--- config.mk ---
export PLATFORM = sky130hd
export DESIGN_NAME = accumulate_sequencer
export DESIGN_NICKNAME = d
export VERILOG_FILES = /design/src/rtl/accumulate_sequencer.sv
export SDC_FILE = /design/constraint.sdc
export NUM_CORES = 1
export LEC_CHECK = 0
export BUFFER_PORTS_ARGS = -buffer_cell sky130_fd_sc_hd__buf_2
export CORE_MARGIN = 2
export CORE_UTILIZATION = 49
export DETAILED_ROUTE_END_ITERATION = 8
export MAX_ROUTING_LAYER = met4
export PLACE_DENSITY_LB_ADDON = 0.2
export SETUP_SLACK_MARGIN = 0.5
export SLEW_MARGIN = 30
export SYNTH_ARGS = -nofsm -noshare
export SYNTH_HDL_FRONTEND = slang
export SYNTH_SLANG_ARGS = --single-unit
--- constraint.sdc ---
create_clock -name Clk -period 1.25 [get_ports Clk]
set_input_delay 0.0625 -clock Clk [delete_from_list [all_inputs] [get_ports Clk]]
set_output_delay 0.0625 -clock Clk [all_outputs]
set_load 0.02 [all_outputs]
--- src/rtl/accumulate_sequencer.sv ---
// Control FSM for the switch-accumulate datapath: conditions the button requests and
// sequences B-operand load, adder settle and accumulator write-back.
`timescale 1ns/1ps
module accumulate_sequencer #(
   parameter int unsigned SETTLE_CYCLES = 2
) (
   input  logic       Clk,
   input  logic       Reset,
   input  logic       Run_Accumulate,
   input  logic       Clear,
   input  logic       Cout,
   output logic       Ld_B,
   output logic       Ld_Acc,
   output logic       Clr_Acc,
   output logic       Busy,
   output logic       Done,
   output logic       Overflow,
   output logic [7:0] Count
);

   localparam logic [3:0] SettleInit = 4'(SETTLE_CYCLES);

   typedef enum logic [2:0] {
      StIdle,
      StLoad,
      StSettle,
      StWrite,
      StDone,
      StClear
   } state_e;

   state_e     state_q, state_d;
   logic [3:0] settle_q;
   logic       run_s1_q, run_s2_q, run_s3_q;
   logic       clr_s1_q, clr_s2_q, clr_s3_q;
   logic       run_rise, clear_rise;

   // s3 is the delayed copy of the synchronized level used for edge detection
   assign run_rise   = run_s2_q & ~run_s3_q;
   assign clear_rise = clr_s2_q & ~clr_s3_q;

   always_comb begin
      state_d = state_q;
      unique case (state_q)
         StIdle: begin
            if (clear_rise)    state_d = StClear;
            else if (run_rise) state_d = StLoad;
         end
         StLoad:  state_d = clear_rise ? StClear : StSettle;
         StSettle: begin
            if (clear_rise)            state_d = StClear;
            else if (settle_q <= 4'd1) state_d = StWrite;
         end
         StWrite: state_d = clear_rise ? StClear : StDone;
         StDone:  state_d = clear_rise ? StClear : StIdle;
         StClear: state_d = StIdle;
         default: state_d = StIdle;
      endcase
   end

   always_ff @(posedge Clk or negedge Reset) begin
      if (!Reset) begin
         state_q  <= StIdle;
         settle_q <= 4'd0;
         run_s1_q <= 1'b0;
         run_s2_q <= 1'b0;
         run_s3_q <= 1'b0;
         clr_s1_q <= 1'b0;
         clr_s2_q <= 1'b0;
         clr_s3_q <= 1'b0;
         Ld_B     <= 1'b0;
         Ld_Acc   <= 1'b0;
         Clr_Acc  <= 1'b0;
         Busy     <= 1'b0;
         Done     <= 1'b0;
         Overflow <= 1'b0;
         Count    <= 8'd0;
      end else begin
         run_s1_q <= Run_Accumulate;
         run_s2_q <= run_s1_q;
         run_s3_q <= run_s2_q;
         clr_s1_q <= Clear;
         clr_s2_q <= clr_s1_q;
         clr_s3_q <= clr_s2_q;

         state_q <= state_d;

         if (state_q == StLoad) begin
            settle_q <= SettleInit;
         end else if (state_q == StSettle) begin
            settle_q <= settle_q - 4'd1;
         end

         // A write-back aborted by Clear still commits; CLEAR zeroes it right after
         if (state_q == StWrite) begin
            Overflow <= Overflow | Cout;
            Count    <= Count + 8'd1;
         end else if (state_q == StClear) begin
            Overflow <= 1'b0;
            Count    <= 8'd0;
         end

         // Outputs registered from the next state so they track the state register exactly
         Ld_B    <= (state_d == StLoad);
         Ld_Acc  <= (state_d == StWrite);
         Clr_Acc <= (state_d == StClear);
         Done    <= (state_d == StDone);
         Busy    <= (state_d != StIdle);
      end
   end

endmodule
==> results.yml <==
synthesis:
  synth_edf_count: 0
  ys_warn_count: 0
  synth_cell_types: 39
  synth-seq-cells: 27
  synth_area_leaders: "dfrtp_1 54%, o21ai_0 3.6%, a21oi_1 3.2%"
  yosys.area.top_type: "dfrtp_1"
  synth_nets: 124
  async_flop_share: 1.00
  synth_cells: 116
  synth.avg_cell_area_um2: 10.9
  syn_area_um2: 1260
  synth-seq-area-share: 0.537
  yosysTopAreaCellShare: 0.537
  ys.flop_type: "dfrtp_1"
critical_path:
  r2r-end: "Count[7]"
  critPathMaxStageDelay_ns: 0.47
  cp_cell_sequence: "nand4_1, buf_4, o41ai_1"
  cp_slowest_cell: "dfrtp_2"
  required_ns: 1.48
  critPathLaunchType: "flip-flop"
  crit_type: "flip-flop to flip-flop"
  reg2reg_from: "Count[1]"
  critPathArrivalTime_ns: 1.54
  path_max_fanout: 5
  setup.reg_to_reg.worst_slack_ns: -0.07
  rr_worst_depth: 3
  critPathCaptureType: "flip-flop"
place:
  gp_congestion: 0.839
  hpwlAfterDp_um: 1810
  place.port_buffers: 18
  dp_cells: 164
  preCtsSetupSlack_ns: -0.00815
  place_area_um2: 1460
power_and_ir_drop:
  power_leakage_nw: 0.878
  ir_worst_vdd_mv: 1.50
  pwr_density_cell_nw_per_um2: 1960
  p_total_mw: 3.99
route:
  vias_per_cell: 6.24
  drc: 0
  routed-via-count: 1236
  drtIter0Drc: 42
  dr.pass1.iters: 4
  wl_per_cell_um: 21.8
  ant_nets: 0
  wirelength_um: 4320
die:
  std_cell_rows: 18
  core_um2: 2450
  start_util: 0.513
  io_pins: 19
  die-area_um2: 2990
  die_y_um: 54.7
  dieWidth_um: 54.7
sta:
  fin_hold_ws_ns: 0.0726
  fin_tns_setup_ns: -0.217
  hold_viol_final: 0
  max_slew_margin: 0.750
  fin_skew_ns: 0.00313
  period_share: 1.05
  worstMarginPinSlew_ns: 0.375
  rsz0062_at_grt: "yes"
  finalWorstSetupSlack_ns: -0.0681
  maxSlewViolCount: 0
  fmax_ghz: 0.759
  period_minus_slack_ns: 1.32
  setup_violations: 9
hold_path:
  min_path_type: "input pin to flip-flop"
  worstHoldPathCells: 3
  hold_path_end: "Overflow"
  hold_path_startpoint: "Cout"
clocking:
  cts_tree: "done"
  max-clock-path-buffers: 2
  clock_sinks: 27
  clkSlewWorstSetupHoldPaths_ns: 0.15
  cts_max_level: 1
  cts-root-buf: "clkbuf_4"
  cts_buffers: 3
  clock_latency_ns: 0.33
global_routing:
  antenna_found_initial: 0
  grt_overflow: 0
  grt_max_degree: 28
  grt_pass1_wl_um: 5420
  grt_pass1_vias: 1143
  globalRouteTotalUtil: 0.268
status:
  outcome: "complete, but fails checks"
  violations: "negative setup slack"
flow_run:
  max-cap-violations: 0
final_layout:
  design_area_um2: 2030
  drive_gt1_frac: 0.619
  fin_nets: 177
  post-route-util: 0.828
  antenna_cells: 0
  finalNonFillerCells: 198
  syn_to_final_growth_pct: 61.4
-- power breakdown --
part / switching, mW / total, mW / internal (mW)
combinational: 1.13 / 2.30 / 1.17
sequential: 0.243 / 1.30 / 1.06
clock: 0.271 / 0.391 / 0.120
total: 1.65 / 3.99 / 2.34
-- worst max path at each step --
| stage | cells past startpoint | startpoint | to |
|---|---|---|---|
| 2_1_floorplan | 4 | state_q[2] | Count[6] |
| 3_3_place_gp | 4 | state_q[0] | state_q[0] |
| 3_5_place_dp | 3 | Count[1] | Count[7] |
| 4_1_cts | 3 | state_q[2] | Count[7] |
| 5_1_grt | 3 | state_q[1] | state_q[0] |
| 6_report | 3 | Count[1] | Count[7] |
-- synth_stat cells (3+ instances only) --
| cell | count |
|---|---|
| nor2b_1 | 3 |
| nor2_1 | 4 |
| inv_1 | 5 |
| o21ai_0 | 9 |
| dfrtp_1 | 27 |
| nand2_1 | 8 |
| a21oi_1 | 8 |
| nor3_1 | 6 |
| ha_1 | 3 |
-- final cells by class --
cell class,instances,area (µm²)
clock buffers,3,22.5
fillers,127,423
multi-input cells,77,724
inverters,5,25.0
flip-flops and latches,27,687
well taps,30,37.5
clock inverters,1,5.00
repair buffers,55,531
-- placed cells by master, fill, tap and decap left out, types with 2 or more instances in the layout --
master,Yosys,layout
a21oi_1,8,5
a21oi_2,0,3
buf_12,0,2
buf_2,2,4
buf_4,2,24
buf_6,2,20
clkbuf_4,0,4
dfrtp_1,27,18
dfrtp_2,0,9
dlygate4sd3_1,0,3
ha_4,0,2
inv_2,0,2
nand2_1,8,3
nand2_2,0,4
nand2b_1,2,2
nand3_1,2,2
nor2_2,0,2
nor2b_1,3,2
nor3_1,6,2
nor3_2,0,3
nor3b_2,1,2
o211ai_1,2,2
o21ai_1,0,7
o22ai_1,2,2
o311ai_2,0,2
o31ai_1,2,2
o41ai_1,2,2
-- worst max-delay path: cells and delay by family (launching register included) --
family / cells / cell delay (ns)
AO/OA/AOI/OAI: 1 / 0.31
buffers and inverters: 1 / 0.21
flip-flops: 1 / 0.47
AND/OR/NAND/NOR: 1 / 0.22
-- cells by family (layout without fill, tap and decap cells) --
kind of cell	count (synthesis)	in the layout	synth area share
XOR/XNOR	1	1	0.00696
buffers and inverters	12	64	0.0557
AND/OR/NAND/NOR	36	36	0.176
adder cells (fa/ha/maj)	3	3	0.0298
flip-flops	27	27	0.537
AO/OA/AOI/OAI	37	37	0.195
-- per-layer routing --
| metal | global-route usage | part of all wire | up-vias |
|---|---|---|---|
| met2 | 0.435 | 0.51 | 77 |
| met4 | 0.142 | 0.031 | 0 |
| met1 | 0.311 | 0.39 | 611 |
| met5 | - | 0 | - |
| li1 | - | - | 534 |
| met3 | 0.0546 | 0.070 | 14 |
-- sequential cells by signal, indices dropped and copies added, names as in the netlist --
| name | count |
|---|---|
| Ld_Acc | 1 |
| clr_s2_q | 1 |
| clr_s1_q | 1 |
| Ld_B | 1 |
| Busy | 1 |
| run_s2_q | 1 |
| settle_q | 4 |
| run_s3_q | 1 |
| Done | 1 |
| Overflow | 1 |
| Clr_Acc | 1 |
| state_q | 3 |
| clr_s3_q | 1 |
| run_s1_q | 1 |
| Count | 8 |
-- what timing repair did --
item | in CTS | in global routing
hold endpoints to repair | 29 | 0
setup buffers | 18 | 7
resized for setup | 41 | 32
endpoints found under the setup margin | 35 | 62
pin swaps | 10 | 6
hold buffers | 3 | 0
gates cloned | 2 | 0
No activity file was read; power rests on OpenSTA's default activity.
